`src/rtl/im_loader_pkg.sv`:
```
// Shared constants and loader state encoding, used by the loader, the instruction memory
// and the CPU top.
package im_loader_pkg;

    localparam int unsigned IMSIZE = 8;
    localparam int unsigned IM_MAX = 256;
    localparam int unsigned WORD_W = 32;

    typedef enum logic [1:0] {
        StRun,
        StLoad,
        StVerify,
        StErr
    } ld_state_e;

endpackage

```
`src/rtl/im_loader_if.sv`:
```
// Host-to-loader word stream: valid/data from the host, ready back from the loader.
interface im_loader_if;
    import im_loader_pkg::*;

    logic              s_valid;
    logic [WORD_W-1:0] s_data;
    logic              s_ready;

    modport master (output s_valid, output s_data, input s_ready);
    modport slave  (input s_valid, input s_data, output s_ready);

endinterface

```
`src/rtl/im_loader.sv`:
```
// Instruction-memory loader: streams a host program into IM while stalling the CPU, then
// reads it back and checks both XOR checksums before handing IM back to the CPU.
module im_loader #(
    parameter int unsigned IMSIZE = im_loader_pkg::IMSIZE,
    parameter int unsigned IM_MAX = im_loader_pkg::IM_MAX
) (
    input  logic                             clk,
    input  logic                             rst_n,
    input  logic                             load_start,
    input  logic [IMSIZE:0]                  load_len,
    input  logic [im_loader_pkg::WORD_W-1:0] load_csum,
    im_loader_if.slave                       host,
    input  logic [IMSIZE-1:0]                cpu_pc,
    output logic                             cpu_stall,
    output logic                             im_wea,
    output logic [IMSIZE-1:0]                im_addr,
    output logic [im_loader_pkg::WORD_W-1:0] im_din,
    input  logic [im_loader_pkg::WORD_W-1:0] im_dout,
    output logic                             load_done,
    output logic                             load_err,
    input  logic                             err_clr
);
    import im_loader_pkg::*;

    localparam logic [IMSIZE:0]   MaxLen   = (IMSIZE + 1)'(IM_MAX);
    localparam logic [IMSIZE-1:0] LastAddr = IMSIZE'(IM_MAX - 1);

    ld_state_e         state_q, state_d;
    logic [IMSIZE-1:0] wr_ptr_q, wr_ptr_d;
    logic [IMSIZE:0]   rd_ptr_q, rd_ptr_d;
    logic [IMSIZE:0]   len_q, len_d;
    logic [WORD_W-1:0] csum_q, csum_d;
    logic [WORD_W-1:0] acc_wr_q, acc_wr_d;
    logic [WORD_W-1:0] acc_rd_q, acc_rd_d;
    logic              done_q, done_d;
    logic              bad_len_q, bad_len_d;

    logic              len_ok;
    logic              last_wr;
    logic              rd_last;
    logic [WORD_W-1:0] rd_final;

    assign len_ok   = (load_len != '0) && (load_len <= MaxLen);
    assign last_wr  = ({1'b0, wr_ptr_q} == (len_q - 1'b1));
    assign rd_last  = (rd_ptr_q == len_q);
    // Readback data lags the address by one cycle, so the last word arrives with rd_ptr == len.
    assign rd_final = acc_rd_q ^ im_dout;

    always_comb begin
        state_d      = state_q;
        wr_ptr_d     = wr_ptr_q;
        rd_ptr_d     = rd_ptr_q;
        len_d        = len_q;
        csum_d       = csum_q;
        acc_wr_d     = acc_wr_q;
        acc_rd_d     = acc_rd_q;
        done_d       = 1'b0;
        bad_len_d    = 1'b0;
        host.s_ready = 1'b0;
        cpu_stall    = 1'b1;
        im_wea       = 1'b0;
        im_addr      = cpu_pc;
        im_din       = host.s_data;

        unique case (state_q)
            StRun: begin
                cpu_stall = 1'b0;
                if (load_start) begin
                    if (len_ok) begin
                        len_d    = load_len;
                        csum_d   = load_csum;
                        wr_ptr_d = '0;
                        rd_ptr_d = '0;
                        acc_wr_d = '0;
                        acc_rd_d = '0;
                        state_d  = StLoad;
                    end else begin
                        bad_len_d = 1'b1;
                    end
                end
            end
            StLoad: begin
                host.s_ready = 1'b1;
                im_addr      = wr_ptr_q;
                if (host.s_valid) begin
                    im_wea   = 1'b1;
                    acc_wr_d = acc_wr_q ^ host.s_data;
                    wr_ptr_d = (wr_ptr_q == LastAddr) ? '0 : wr_ptr_q + 1'b1;
                    if (last_wr) begin
                        state_d = StVerify;
                    end
                end
            end
            StVerify: begin
                im_addr = rd_ptr_q[IMSIZE-1:0];
                if (rd_ptr_q != '0) begin
                    acc_rd_d = rd_final;
                end
                if (rd_last) begin
                    if ((acc_wr_q == csum_q) && (rd_final == csum_q)) begin
                        done_d  = 1'b1;
                        state_d = StRun;
                    end else begin
                        state_d = StErr;
                    end
                end else begin
                    rd_ptr_d = rd_ptr_q + 1'b1;
                end
            end
            StErr: begin
                if (err_clr) begin
                    state_d = StRun;
                end
            end
            default: state_d = StRun;
        endcase
    end

    always_ff @(posedge clk or negedge rst_n) begin
        if (!rst_n) begin
            state_q   <= StRun;
            wr_ptr_q  <= '0;
            rd_ptr_q  <= '0;
            len_q     <= '0;
            csum_q    <= '0;
            acc_wr_q  <= '0;
            acc_rd_q  <= '0;
            done_q    <= 1'b0;
            bad_len_q <= 1'b0;
        end else begin
            state_q   <= state_d;
            wr_ptr_q  <= wr_ptr_d;
            rd_ptr_q  <= rd_ptr_d;
            len_q     <= len_d;
            csum_q    <= csum_d;
            acc_wr_q  <= acc_wr_d;
            acc_rd_q  <= acc_rd_d;
            done_q    <= done_d;
            bad_len_q <= bad_len_d;
        end
    end

    assign load_done = done_q;
    assign load_err  = (state_q == StErr) || bad_len_q;

endmodule

```
`src/flat_wrapper.sv`:
```
// flat-port wrapper written by rule: the top's interface ports become plain ports
module im_loader_flat import im_loader_pkg::*;
#(
    parameter int unsigned IMSIZE = im_loader_pkg::IMSIZE,
    parameter int unsigned IM_MAX = im_loader_pkg::IM_MAX
)
  (clk, rst_n, load_start, load_len, load_csum, cpu_pc, cpu_stall, im_wea, im_addr, im_din, im_dout, load_done, load_err, err_clr, host_s_valid, host_s_data, host_s_ready);
  im_loader_if host_i ();
  input  logic clk;
  input  logic rst_n;
  input  logic load_start;
  input  logic [IMSIZE:0] load_len;
  input  logic [im_loader_pkg::WORD_W-1:0] load_csum;
  input  logic [IMSIZE-1:0] cpu_pc;
  output logic cpu_stall;
  output logic im_wea;
  output logic [IMSIZE-1:0] im_addr;
  output logic [im_loader_pkg::WORD_W-1:0] im_din;
  input  logic [im_loader_pkg::WORD_W-1:0] im_dout;
  output logic load_done;
  output logic load_err;
  input  logic err_clr;
  input wire logic [$bits(host_i.s_valid)-1:0] host_s_valid;
  input wire logic [$bits(host_i.s_data)-1:0] host_s_data;
  output wire logic [$bits(host_i.s_ready)-1:0] host_s_ready;
  assign host_i.s_valid = host_s_valid;
  assign host_i.s_data = host_s_data;
  assign host_s_ready = host_i.s_ready;
  im_loader #(.IMSIZE(IMSIZE), .IM_MAX(IM_MAX)) u_core (.clk(clk), .rst_n(rst_n), .load_start(load_start), .load_len(load_len), .load_csum(load_csum), .host(host_i), .cpu_pc(cpu_pc), .cpu_stall(cpu_stall), .im_wea(im_wea), .im_addr(im_addr), .im_din(im_din), .im_dout(im_dout), .load_done(load_done), .load_err(load_err), .err_clr(err_clr));
endmodule
```
`config.mk`:
```
export PLATFORM = sky130hd
export DESIGN_NAME = im_loader_flat
export DESIGN_NICKNAME = d
export VERILOG_FILES = /design/src/rtl/im_loader_pkg.sv /design/src/rtl/im_loader_if.sv /design/src/rtl/im_loader.sv /design/src/flat_wrapper.sv
export SDC_FILE = /design/constraint.sdc
export NUM_CORES = 1
export LEC_CHECK = 0
export CORE_UTILIZATION = 50
export CTS_CLUSTER_DIAMETER = 120
export DETAILED_ROUTE_END_ITERATION = 10
export GPL_TIMING_DRIVEN = 0
export PLACE_DENSITY = 0.79
export SLEW_MARGIN = 20
export SYNTH_ARGS = -nofsm -noshare
export SYNTH_HDL_FRONTEND = slang
export SYNTH_SLANG_ARGS = --single-unit
```
`constraint.sdc`:
```
create_clock -name clk -period 4.45 [get_ports clk]
set_input_delay 0.89 -clock clk [delete_from_list [all_inputs] [get_ports clk]]
set_output_delay 0.89 -clock clk [all_outputs]
set_load 0.03 [all_outputs]
```
* After elaboration in Yosys (flattened, before gate mapping) *
Index checks and enable logic that the tools add are counted.

storage, ports and cells
  bits in read-only memories = 0
  output and inout port bits = 45
  bits in writable memories = 0
  memories kept = 0
  word-level logic and storage cells = 78
  flip-flop bits (word level) = 126
  bits in latches = 0

cells by class
  div/mod/pow operators = 0
  reductions and logical operators = 13
  add/subtract/negate cells = 3
  equality and inequality tests = 16
  mux-type cells = 34
  bitwise gates (word level) = 2
  multipliers = 0
  shifts and indexed selects = 0
  magnitude comparators = 1

operators by type and width
  cell                 count
  $mux 32              4
  $pmux 32 s2          2
  $eq 32x32->1         2
  $xor 32x32->32       2
  $mux 8               4
  $pmux 8 s2           2
  $mux 9               3
  $pmux 9 s2           1
  $reduce_bool 9->1    2
  $mux 2               7
  $reduce_and 4->1     3
  $mux 1               10
  $add 9x1->9 const B  1
  $eq 8x9->1           1
  $eq 9x9->1           1
  $le 9x9->1 const B   1
  $sub 9x1->9 const B  1
  $add 8x1->8 const B  1
  $eq 8x8->1 const B   1
  $ne 2x1->1 const B   4
  $ne 2x2->1 const B   4
  $pmux 2 s4           1
  $reduce_and 6->1     1
  $eq 2x2->1 const B   2
  other kinds (6)      8

* Longest topological paths before layout *
  word-level depth = 6
  depth in mapped cells = 10
  gate-level depth less buffers = 8

* Worst setup path after synthesis *
Ideal clock, no wire load.

  path kind = reg2out
  from = register u_core.state_q[1]
  to = output im_addr[5]
  stages on the path, launching flop included = 7
  path slack = 1548 ps
  arrival = 2012 ps
  cells stage by stage = dfrtp_1 > inv_1 > ha_1 > clkbuf_1 > clkbuf_1 > a22oi_1 > a21oi_1

on the way
  cells in the longest elaborated chain, start to end = 2
  elaborated cells on any way between the ends = 3
  classes of those cells = eq/ne (2); mux (1)

RTL lines
  what                                             RTL line            RTL
  from (decl)                                      im_loader.sv:28     ld_state_e state_q, state_d;
  from (signal assigned)                           im_loader.sv:121    state_q <= StRun;
  from (signal assigned)                           im_loader.sv:131    state_q <= state_d;
  $eq 2x2->1 / $eq 2x1->1 (equally long branches)  im_loader.sv:65     unique case (state_q)
  $pmux 8 s2 *                                     im_loader.sv:65
  to (decl)                                        flat_wrapper.sv:17  output logic [IMSIZE-1:0] im_addr;

Every way passes the cells marked *; elsewhere a longest branch is shown, timed or not.

* Worst setup path after layout *
  from = register u_core.state_q[0]
  to = output im_addr[4]

Same word-level chain as after synthesis.

==> metrics <==
clk sinks=126; Synth Net Count=875; Synthesis Warnings=0; Area Overhead vs Synth=32.0%; Top FF cell, synth=dfrtp_1; top post-synthesis cells by area=dfrtp_1 (41%), xnor3_1 (6.1%), xor2_1 (5.9%); Worst setup SP type=flop; sw frac=0.399; Rel. slew slack=0.233; cell taking the most area after synthesis=dfrtp_1; number of flops mapped to enable cells by yosys=0; Root Driver=clkbuf_16; clock-pin slew on the worst setup and hold paths=0.05 ns; DRT iter0 DRCs=551; Final Max Slew Viols=0; Switch Pwr=2740 uW; Pwr Density=677 nW/um^2; clock network power share=0.194; average cell area after synthesis=10.3 sq um; Routed WL=20900 um; flops & latches, synth=126; hold crit path type=in2async; Cell variety after synth=56; CP Max Fanout=10; Tcrit/Tclk final=0.925; cells after synthesis=749; Final ANT Viol Nets=0; Mapped Area=7700 sq um; die width=126 um; Max Cap Violations=0; most frequent cell after synthesis=dfrtp_1; Internal=4130 uW; sequential area share after synthesis=0.410; Port Buffers=162; crit end category=output pin; nets=1058; WS Path Type=reg2out; Util after Layout=0.689; drt first pass iters=5; Final Hold Fails=0; Worst EP required=3.56 ns; Final HPWL DP=15400 um; ys async rst share=1.00; post-cts sizing count=0; die area=15900 sq um; CTS Buf Count=17; TritonCTS clock tree=yes; pin count of the biggest net entering global routing=98; via count=6386; # IOs=163; worst clock skew=0.0101 ns; most common library cells after synthesis=dfrtp_1 (126), nand2b_1 (64), nand2_1 (52), xor2_1 (52), xnor2_1 (51); vias in the first global route=6398; WHS=0.323 ns; starting density of the core=0.522; layout cell share with drive strength beyond 1=0.127; Rows=44; top cell type's share of synthesized area=0.410; Remaining Overflow, GRT=0; Max Fclk=243 MHz; first-pass GRT wire length=33100 um; initial antenna violation count=0; VDD IR max=0.000363 V; DRC viols=0; gr usage total=0.274; Setup-failing EPs final=0; Leakage=0.00440 uW; CTS H-tree lvls=4; Antenna Cells=0; clock tree buffer depth=2; Least-Margin Pin Slew=1.14 ns; RSZ-0062 raised after global routing=no; Worst-Skew Late Latency=0.42 ns; Post-CTS Setup Repair Bufs=0; Core Region=14800 sq um; Reg power frac=0.319; Tmin final=4.11 ns; worst path arrival time=3.22 ns; Routed WL per cell=18.5 um; combinational power share=0.487; die height=126 um; routability cong.=0.859; Vias/cell=5.66; Hold Buf Count CTS=0; status=finished clean
-- metal layers --
| layer | part of all wire | up-vias | wire length (um) | track usage |
|---|---|---|---|---|
| li1 | - | 2943 | - | - |
| met1 | 0.42 | 3111 | 8830 | 0.360 |
| met2 | 0.47 | 284 | 9780 | 0.429 |
| met3 | 0.074 | 48 | 1540 | 0.0671 |
| met4 | 0.036 | 0 | 742 | 0.130 |
| met5 | 0 | - | 0 | 0 |
-- sequential cells by signal (all words and copies together), names as in the netlist --
register,cells
u_core.acc_rd_q,32
u_core.acc_wr_q,32
u_core.csum_q,32
u_core.len_q,9
u_core.rd_ptr_q,9
u_core.wr_ptr_q,8
u_core.state_q,2
u_core.bad_len_q,1
u_core.load_done,1
-- per-stage QoR --
step	total power (uW)	instances	cell area, sq um	worst slack [ns]	TNS [ns]
after floorplan	4440	749	7700	1.55	0
after global placement	5400	1095	9550	-2.52	-315.85
after detailed placement	5510	1097	9590	0.696	0
after CTS	6880	1128	10200	0.395	0
after global routing	7290	1128	10200	0.185	0
final	6880	1128	10200	0.336	0
-- final cells by class --
type / instances / area, sq um
Fill cell: 1149 / 4590
Multi-Input combinational cell: 541 / 4120
Sequential cell: 126 / 3150
Timing Repair Buffer: 164 / 1660
Clock buffer: 25 / 505
Buffer: 65 / 375
Tap cell: 184 / 230
Inverter: 17 / 63.8
Clock inverter: 6 / 57.6
-- kinds of logic (layout without fill, tap and decap cells) --
kind of cell | Yosys count | count (layout) | share of synthesized area
compound gates | 133 | 133 | 0.120
xor+xnor | 124 | 124 | 0.179
fa+ha+maj | 9 | 9 | 0.0143
buf+inv | 82 | 277 | 0.0570
flops | 126 | 126 | 0.410
mux | 41 | 41 | 0.0598
simple gates | 234 | 234 | 0.161
-- final timing paths --
kind	cells after the start	slack [ns]	start	end
worst max register to register	10	1.35	u_core.state_q[1]	u_core.wr_ptr_q[6]
min in group clk	1	0.55	u_core.acc_rd_q[18]	u_core.acc_rd_q[18]
worst max-delay path	7	0.34	u_core.state_q[0]	im_addr[4]
worst min-delay path	1	0.32	rst_n	u_core.rd_ptr_q[3]
worst min register to register	1	0.55	u_core.acc_rd_q[18]	u_core.acc_rd_q[18]
max in group asynchronous	2	3.39	rst_n	u_core.acc_wr_q[16]
-- critical path, stage by stage (launching register included) --
cell	delay, ns
dfrtp_1	0.43
inv_1	0.10
ha_1	0.22
clkbuf_1	0.52
clkbuf_1	0.48
a22oi_1	0.19
a21oi_1	0.18
clkdlybuf4s50_1	0.68
-- power by group through the flow --
stage | clock, uW | combinational, uW | sequential, uW
after floorplan | 0 | 2400 | 2050
after global placement | 0 | 3240 | 2170
after detailed placement | 0 | 3320 | 2190
after CTS | 1340 | 3350 | 2180
after global routing | 1390 | 3640 | 2260
final | 1330 | 3350 | 2190
-- layout by cell type (no fill, tap or decap), drive strengths merged, types with 9 or more instances in the layout --
master         netlist  layout
dfrtp              126     126
nor4                 9       9
o21ai               50      50
nor2                49      49
nand2               52      52
nor3                 9       9
a22o                35      35
xnor3               21      21
buf                 42      45
xor2                52      52
nand4               18      18
clkbuf              23      48
inv                 17      17
mux2                40      40
nand2b              64      64
a21oi               15      15
clkdlybuf4s50        0     161
xnor2               51      51
Power figures use the tool's default switching activity.
